[src/rtl/axi_rd_arbiter.sv]
// Round-robin arbiter sharing one AXI read channel between instruction fetch and data load.
// Optional RD_ERR_STICKY_EN adds a sticky read-error flag (rd_err) and the grant that first hit it (rd_err_id).
module axi_rd_arbiter #(
  parameter int ID_WIDTH   = 13,
  parameter int ADDR_WIDTH = 64,
  parameter int DATA_WIDTH = 64
) (
  input  logic                  clk,
  input  logic                  reset,
  input  logic                  i_req_valid,
  output logic                  i_req_ready,
  input  logic [ADDR_WIDTH-1:0] i_req_addr,
  input  logic [7:0]            i_req_len,
  output logic                  i_rsp_valid,
  input  logic                  i_rsp_ready,
  output logic [DATA_WIDTH-1:0] i_rsp_data,
  output logic                  i_rsp_last,
  input  logic                  d_req_valid,
  output logic                  d_req_ready,
  input  logic [ADDR_WIDTH-1:0] d_req_addr,
  input  logic [7:0]            d_req_len,
  input  logic [2:0]            d_req_size,
  output logic                  d_rsp_valid,
  input  logic                  d_rsp_ready,
  output logic [DATA_WIDTH-1:0] d_rsp_data,
  output logic                  d_rsp_last,
  output logic [ID_WIDTH-1:0]   m_axi_arid,
  output logic [ADDR_WIDTH-1:0] m_axi_araddr,
  output logic [7:0]            m_axi_arlen,
  output logic [2:0]            m_axi_arsize,
  output logic [1:0]            m_axi_arburst,
  output logic                  m_axi_arlock,
  output logic [3:0]            m_axi_arcache,
  output logic [2:0]            m_axi_arprot,
  output logic                  m_axi_arvalid,
  input  logic                  m_axi_arready,
  input  logic [ID_WIDTH-1:0]   m_axi_rid,
  input  logic [DATA_WIDTH-1:0] m_axi_rdata,
  input  logic [1:0]            m_axi_rresp,
  input  logic                  m_axi_rlast,
  input  logic                  m_axi_rvalid,
  output logic                  m_axi_rready
`ifdef RD_ERR_STICKY_EN
  ,
  output logic                  rd_err,
  output logic                  rd_err_id
`endif
);

  localparam logic [1:0] IDLE = 2'd0;
  localparam logic [1:0] ADDR = 2'd1;
  localparam logic [1:0] DATA = 2'd2;
  localparam logic       GNT_I = 1'b0;
  localparam logic       GNT_D = 1'b1;

  logic [1:0] state;
  logic       grant, last_grant;
  logic       win_d, take, r_fire;

  // Load wins when alone or when fetch had the previous burst.
  assign win_d  = d_req_valid & (~i_req_valid | (last_grant == GNT_I));
  assign take   = (state == IDLE) & reset & (i_req_valid | d_req_valid);
  assign r_fire = (state == DATA) & m_axi_rvalid & m_axi_rready;

  assign i_req_ready = take & ~win_d;
  assign d_req_ready = take & win_d;

  assign m_axi_rready = (state == DATA) & ((grant == GNT_D) ? d_rsp_ready : i_rsp_ready);
  assign i_rsp_valid  = (state == DATA) & (grant == GNT_I) & m_axi_rvalid;
  assign d_rsp_valid  = (state == DATA) & (grant == GNT_D) & m_axi_rvalid;
  assign i_rsp_data   = m_axi_rdata;
  assign d_rsp_data   = m_axi_rdata;
  assign i_rsp_last   = m_axi_rlast;
  assign d_rsp_last   = m_axi_rlast;
  assign m_axi_arlock = 1'b0;

  always_ff @(posedge clk) begin
    if (!reset) begin
      state         <= IDLE;
      grant         <= GNT_I;
      last_grant    <= GNT_D;
      m_axi_arid    <= '0;
      m_axi_araddr  <= '0;
      m_axi_arlen   <= '0;
      m_axi_arsize  <= '0;
      m_axi_arburst <= '0;
      m_axi_arcache <= '0;
      m_axi_arprot  <= '0;
      m_axi_arvalid <= 1'b0;
    end else begin
      case (state)
        IDLE: if (take) begin
          grant         <= win_d;
          m_axi_arid    <= {{(ID_WIDTH-1){1'b0}}, win_d};
          m_axi_araddr  <= win_d ? d_req_addr : i_req_addr;
          m_axi_arlen   <= win_d ? d_req_len : i_req_len;
          m_axi_arsize  <= win_d ? d_req_size : 3'b011;
          m_axi_arburst <= win_d ? 2'b01 : 2'b10;
          m_axi_arcache <= 4'b0011;
          m_axi_arprot  <= win_d ? 3'b000 : 3'b100;
          m_axi_arvalid <= 1'b1;
          state         <= ADDR;
        end
        ADDR: if (m_axi_arready) begin
          m_axi_arvalid <= 1'b0;
          state         <= DATA;
        end
        DATA: if (r_fire && m_axi_rlast) begin
          last_grant <= grant;
          state      <= IDLE;
        end
        default: state <= IDLE;
      endcase
    end
  end

  // Single outstanding burst, so the returned ID carries no information.
  logic unused_rid;
  assign unused_rid = ^m_axi_rid;

`ifdef RD_ERR_STICKY_EN
  always_ff @(posedge clk) begin
    if (!reset) begin
      rd_err    <= 1'b0;
      rd_err_id <= 1'b0;
    end else if (r_fire && (m_axi_rresp != 2'b00) && !rd_err) begin
      rd_err    <= 1'b1;
      rd_err_id <= grant;
    end
  end
`else
  logic unused_rresp;
  assign unused_rresp = ^m_axi_rresp;
`endif

endmodule

[config.mk]
export PLATFORM = sky130hd
export DESIGN_NAME = axi_rd_arbiter
export DESIGN_NICKNAME = d
export VERILOG_FILES = /design/src/rtl/axi_rd_arbiter.sv
export SDC_FILE = /design/constraint.sdc
export NUM_CORES = 1
export LEC_CHECK = 0
export CAP_MARGIN = 20
export CORE_AREA = 2 2 182 184
export CTS_CLUSTER_DIAMETER = 50
export DETAILED_ROUTE_END_ITERATION = 8
export DIE_AREA = 0 0 184 186
export PLACE_DENSITY_LB_ADDON = 0.12
export SLEW_MARGIN = 20
export SYNTH_ARGS = -nofsm -noshare
export SYNTH_HDL_FRONTEND = slang
export SYNTH_SLANG_ARGS = --single-unit
export TNS_END_PERCENT = 5
[constraint.sdc]
create_clock -name clk -period 2.49 [get_ports clk]
set_input_delay 0.747 -clock clk [delete_from_list [all_inputs] [get_ports clk]]
set_output_delay 0.747 -clock clk [all_outputs]
set_load 0.03 [all_outputs]
== After elaboration in Yosys (flattened, before gate mapping) ==
Cells that the tools add are included.

* Bitwise gates (word level): 18
* Mux-type cells: 13
* Eq/ne operators: 5
* Reduce and logical (&&, ||, !) cells: 7

{| class="wikitable"
|+ Operators with widths
! cell !! count
|-
| $mux 64 || 1
|-
| $and 1x1->1 || 12
|-
| $mux 2 || 4
|-
| $mux 8 || 1
|-
| $mux 3 || 2
|-
| $pmux 2 s3 || 1
|-
| $reduce_and 3->1 || 2
|-
| $ne 2x2->1 const B || 2
|-
| $not 1->1 || 4
|-
| $reduce_and 2->1 || 2
|-
| $mux 1 || 3
|-
| $eq 2x1->1 const B || 1
|-
| $eq 2x2->1 const B || 1
|-
| $logic_not 2->1 || 1
|-
| $ne 2x1->1 const B || 1
|-
| $or 1x1->1 || 2
|-
| $pmux 1 s2 || 1
|-
| $reduce_bool 2->1 || 1
|-
| $logic_and 1x1->1 || 1
|}

* Flip-flop bits (word level): 86
* Output and inout bits: 234
* Input port bits: 235

== Longest topological paths before layout ==
* Depth after elaboration: 6
* Depth in mapped cells: 6
* Depth with buffers taken out: 3

== Worst setup path before layout ==
OpenSTA, ideal clock, no wires.

* Path kind: input port to output port
* Start: in reset
* End: out i_req_ready
* Path slack: -93 ps
* Arrival time: 1,836 ps
* Buffers on the path: 2
* Cell stages on the path: 5
* Cells stage by stage: buf_4 nor3b_2 buf_2 nand2_1 nor2_1

* Cells in the longest elaborated chain, start to end: 3

{| class="wikitable"
|+ RTL lines
! element !! RTL line !! text
|-
| from (decl) || 9 || <nowiki>input logic reset,</nowiki>
|-
| $and 1x1->1 (2 in series) || 62 || <nowiki>assign take = (state == IDLE) & reset & (i_req_valid | d_req_valid);</nowiki>
|-
| $and 1x1->1 || 65 || <nowiki>assign i_req_ready = take & ~win_d;</nowiki>
|-
| to (decl) || 11 || <nowiki>output logic i_req_ready,</nowiki>
|}

Every way passes these cells.

== Worst setup path after layout ==
* Start: in m_axi_rvalid
* End: out d_rsp_valid

* Cells in the longest elaborated chain, start to end: 1

{| class="wikitable"
|+ RTL lines
! element !! RTL line !! text
|-
| from (decl) || 41 || <nowiki>input logic m_axi_rvalid,</nowiki>
|-
| $and 1x1->1 || 70 || <nowiki>assign d_rsp_valid = (state == DATA) & (grant == GNT_D) & m_axi_rvalid;</nowiki>
|-
| to (decl) || 23 || <nowiki>output logic d_rsp_valid,</nowiki>
|}

Every way passes these cells.

==> results by group <==
Worst setup path
  • Worst EP required: 1.74 ns
  • Slowest-stage cell, CP: clkdlybuf4s50_1
  • Critical path class: in2out
  • Largest delay contributor family on the critical path: buffers and inverters
  • Worst Path Arrival: 1.66 ns
  • CP max stage delay: 0.49 ns
  • Reg2reg setup slack: 0.45 ns
  • Kind of start point of the critical path: input port
  • CP Max Fanout: 2
  • Setup crit end kind: primary output
  • Crit-path cells: clkdlybuf4s50_1 -> nand2_1 -> nor2_1 -> buf_12
  • WP buf/inv: 2

Floorplan
  • Initial Utilization: 15.1%
  • DIE HEIGHT: 186 microns
  • Die Wd: 184 microns
  • Core ar.: 32200 sq um
  • Std-Cell Rows: 66
  • # IOs: 469
  • DIE AREA: 34200 sq um

Timing
  • Final Hold Fails: 0
  • Final Max Slew Viols: 0
  • Fmax: 0.415 GHz
  • Final Cycle Share: 96.8%
  • RSZ-0062 raised after global routing: false
  • Slew at the pin closest to its max-slew limit: roughly 0.63 ns
  • Skew final: 0.0123 ns
  • Relative slew slack: 57.9%
  • Slack of the critical path: 0.0798 ns
  • Setup violators final: 0
  • Fin crit period: 2.41 ns

GRT
  • Vias in the first global route: 4505
  • All-Layer GR Usage: 11.9%
  • Grt ovf: 0
  • Global-route wire length before repair: just over 30000 microns
  • Initial antenna violation count: 0
  • Largest net degree at the start of global routing: 45

Final layout
  • Share of layout cells above drive strength 1: 8.59%
  • Layout area overhead: 47.4%
  • Fillers: 3576
  • Layout Nets: 953

Drt
  • Antenna Violating Nets Remaining: 0
  • Average wire per standard cell: 19.1 microns
  • Via count: 4568
  • Initial DRC Count: 141
  • Post-Route WL: roughly 22000 microns
  • DRC Markers: 0
  • Vias per cell: 4.04
  • Pre-antenna DRT Iters: 4

Synthesis
  • Synth Area per Inst: 7.91 sq um
  • Seq/Total Area, Yosys: 33.8%
  • Mapped cell area: 4850 sq um
  • Synth Warn #: 0
  • Post-synthesis cell count: 613
  • Distinct cells, synth: 28
  • Register bit total from synthesis: about 80

Clock tree
  • # hold bufs at CTS: 0
  • Reg clk slew, reported paths: 0.07 ns
  • CTS tree: yes
  • Clk buf depth: 2
  • Clk_lat worst skew: 0.34 ns
  • Clock sink total: 82
  • H-tree depth: 3
  • Root Driver: clkbuf_16
  • CTS buffer count: 9

Placed design
  • I/O Buffers: 244
  • HPWL Detailed: 15100 microns
  • Gpl congestion: 0.679
  • Pre-CTS WS: -0.140 ns

Power and ir drop
  • Max VDD drop: roughly 270 uV
  • Power Dens Cells: ~630 nW/um^2
  • Overall power: about 4.5 mW
  • Leakage power: ~2.6 nW

Min path
  • HP Class: reg2reg

Flow run
  • Max-cap violations: 0

Run status
  • Outcome: complete, no violations
-- placed cells by master (no fill, tap or decap), types with 3 or more instances in the layout --
cell             instances
clkdlybuf4s50_1        234
nand2_1                151
dfxtp_1                 82
a21oi_1                 77
a311oi_1                72
buf_4                   28
conb_1                  17
clkbuf_16               10
buf_12                   9
o21ai_0                  4
nor2_1                   3
inv_1                    3
dlygate4sd2_1            3
-- Yosys cell counts --
library cell | instances | area [sq um]
a21bo_2 | 1 | 10.0
a21boi_1 | 1 | 7.51
a21oi_1 | 77 | 385
a311oi_1 | 72 | 631
buf_2 | 13 | 65.1
buf_4 | 160 | 1200
buf_6 | 6 | 67.6
clkbuf_1 | 20 | 75.1
conb_1 | 1 | 3.75
dfxtp_1 | 82 | 1640
inv_1 | 4 | 15.0
mux2i_1 | 1 | 10.0
nand2_1 | 151 | 567
nand3_1 | 2 | 10.0
nand3b_1 | 1 | 7.51
nand4_1 | 1 | 6.26
nand4b_1 | 1 | 8.76
nor2_1 | 4 | 15.0
nor2_8 | 1 | 20.0
nor2b_1 | 2 | 12.5
nor3b_2 | 1 | 12.5
nor4_1 | 2 | 12.5
o211a_1 | 1 | 10.0
o21ai_0 | 4 | 20.0
o311ai_0 | 1 | 8.76
o41ai_1 | 1 | 8.76
or2_2 | 1 | 6.26
or3b_4 | 1 | 11.3
-- area by class of cell --
class / count / area [sq um] / area share (%)
clock inverters: 5 / 56.3 / 0.787
well taps: 408 / 510 / 7.14
repair buffers: 277 / 2820 / 39.5
clock buffers: 10 / 229 / 3.20
inverters: 4 / 15.0 / 0.210
flip-flops and latches: 82 / 1640 / 23.0
diodes: 1 / 2.50 / 0.0350
multi-input cells: 344 / 1870 / 26.2
-- registers in the layout, summed over array words and instances (netlist names) --
signal,count
m_axi_arsize,3
m_axi_arvalid,1
state,2
m_axi_arprot,1
last_grant,1
m_axi_arlen,8
m_axi_arburst,1
m_axi_araddr,64
m_axi_arcache,1
-- worst register-to-register path: cells and delay by family (launching register included) --
family	cells	cell delay (ns)
compound gates	2	0.35
flops	1	0.38
simple gates	1	0.28
buf+inv	7	0.95
-- per-stage QoR --
step           instance area (sq um)  TNS, ns  utilization [%]  std cells  hold slack (ns)
2_1_floorplan                   4910        0                -        629            0.493
3_3_place_gp                    6780    -7.20             21.0       1107            0.446
3_5_place_dp                    6780    -7.36             21.0       1107            0.449
4_1_cts                         7120        0             22.1       1129            0.459
5_1_grt                         7150        0             22.2       1130            0.492
6_report                        7150        0             22.2       1131            0.460
-- cell families (layout without fill, tap and decap cells) --
kind of cell / Yosys count / after routing / synth area share (%)
compound gates: 158 / 158 / 22.3
buf+inv: 203 / 296 / 29.4
flops: 82 / 82 / 33.8
mux: 1 / 1 / 0.206
other cells: 1 / 18 / 0.0773
simple gates: 168 / 168 / 14.2
-- power by group --
part           total, mW  switching, mW  internal, mW
sequential          1.54         0.0824          1.46
combinational       1.54          0.829         0.712
clock               1.40          0.624         0.773
total               4.48           1.53          2.94
-- final timing paths --
check                                      from          endpoint  cells past startpoint
worst min-delay path            m_axi_arsize[1]   m_axi_arsize[1]                      2
worst min register to register  m_axi_arsize[1]   m_axi_arsize[1]                      2
worst max-delay path               m_axi_rvalid       d_rsp_valid                      4
worst max register to register         state[1]  m_axi_araddr[53]                     10
-- routing by layer --
| layer | track usage [%] | share of wire [%] | wire (microns) | up-vias |
|---|---|---|---|---|
| met5 | 0 | 0 | 0 | - |
| met4 | 3.04 | 1.3 | 292 | 0 |
| met3 | 4.30 | 8.3 | 1800 | 30 |
| met2 | 20.4 | 50 | 10700 | 238 |
| met1 | 14.1 | 41 | 8820 | 2134 |
| li1 | - | - | - | 2166 |
-- repair_timing --
action | CTS | global route
resized for setup | 4 | 1
pin swaps | 2 | 0
gates cloned | 0 | 1
endpoints found under the setup margin | 2 | 2
buffers inserted | 7 | 0
No activity file was read; power rests on OpenSTA's default activity.
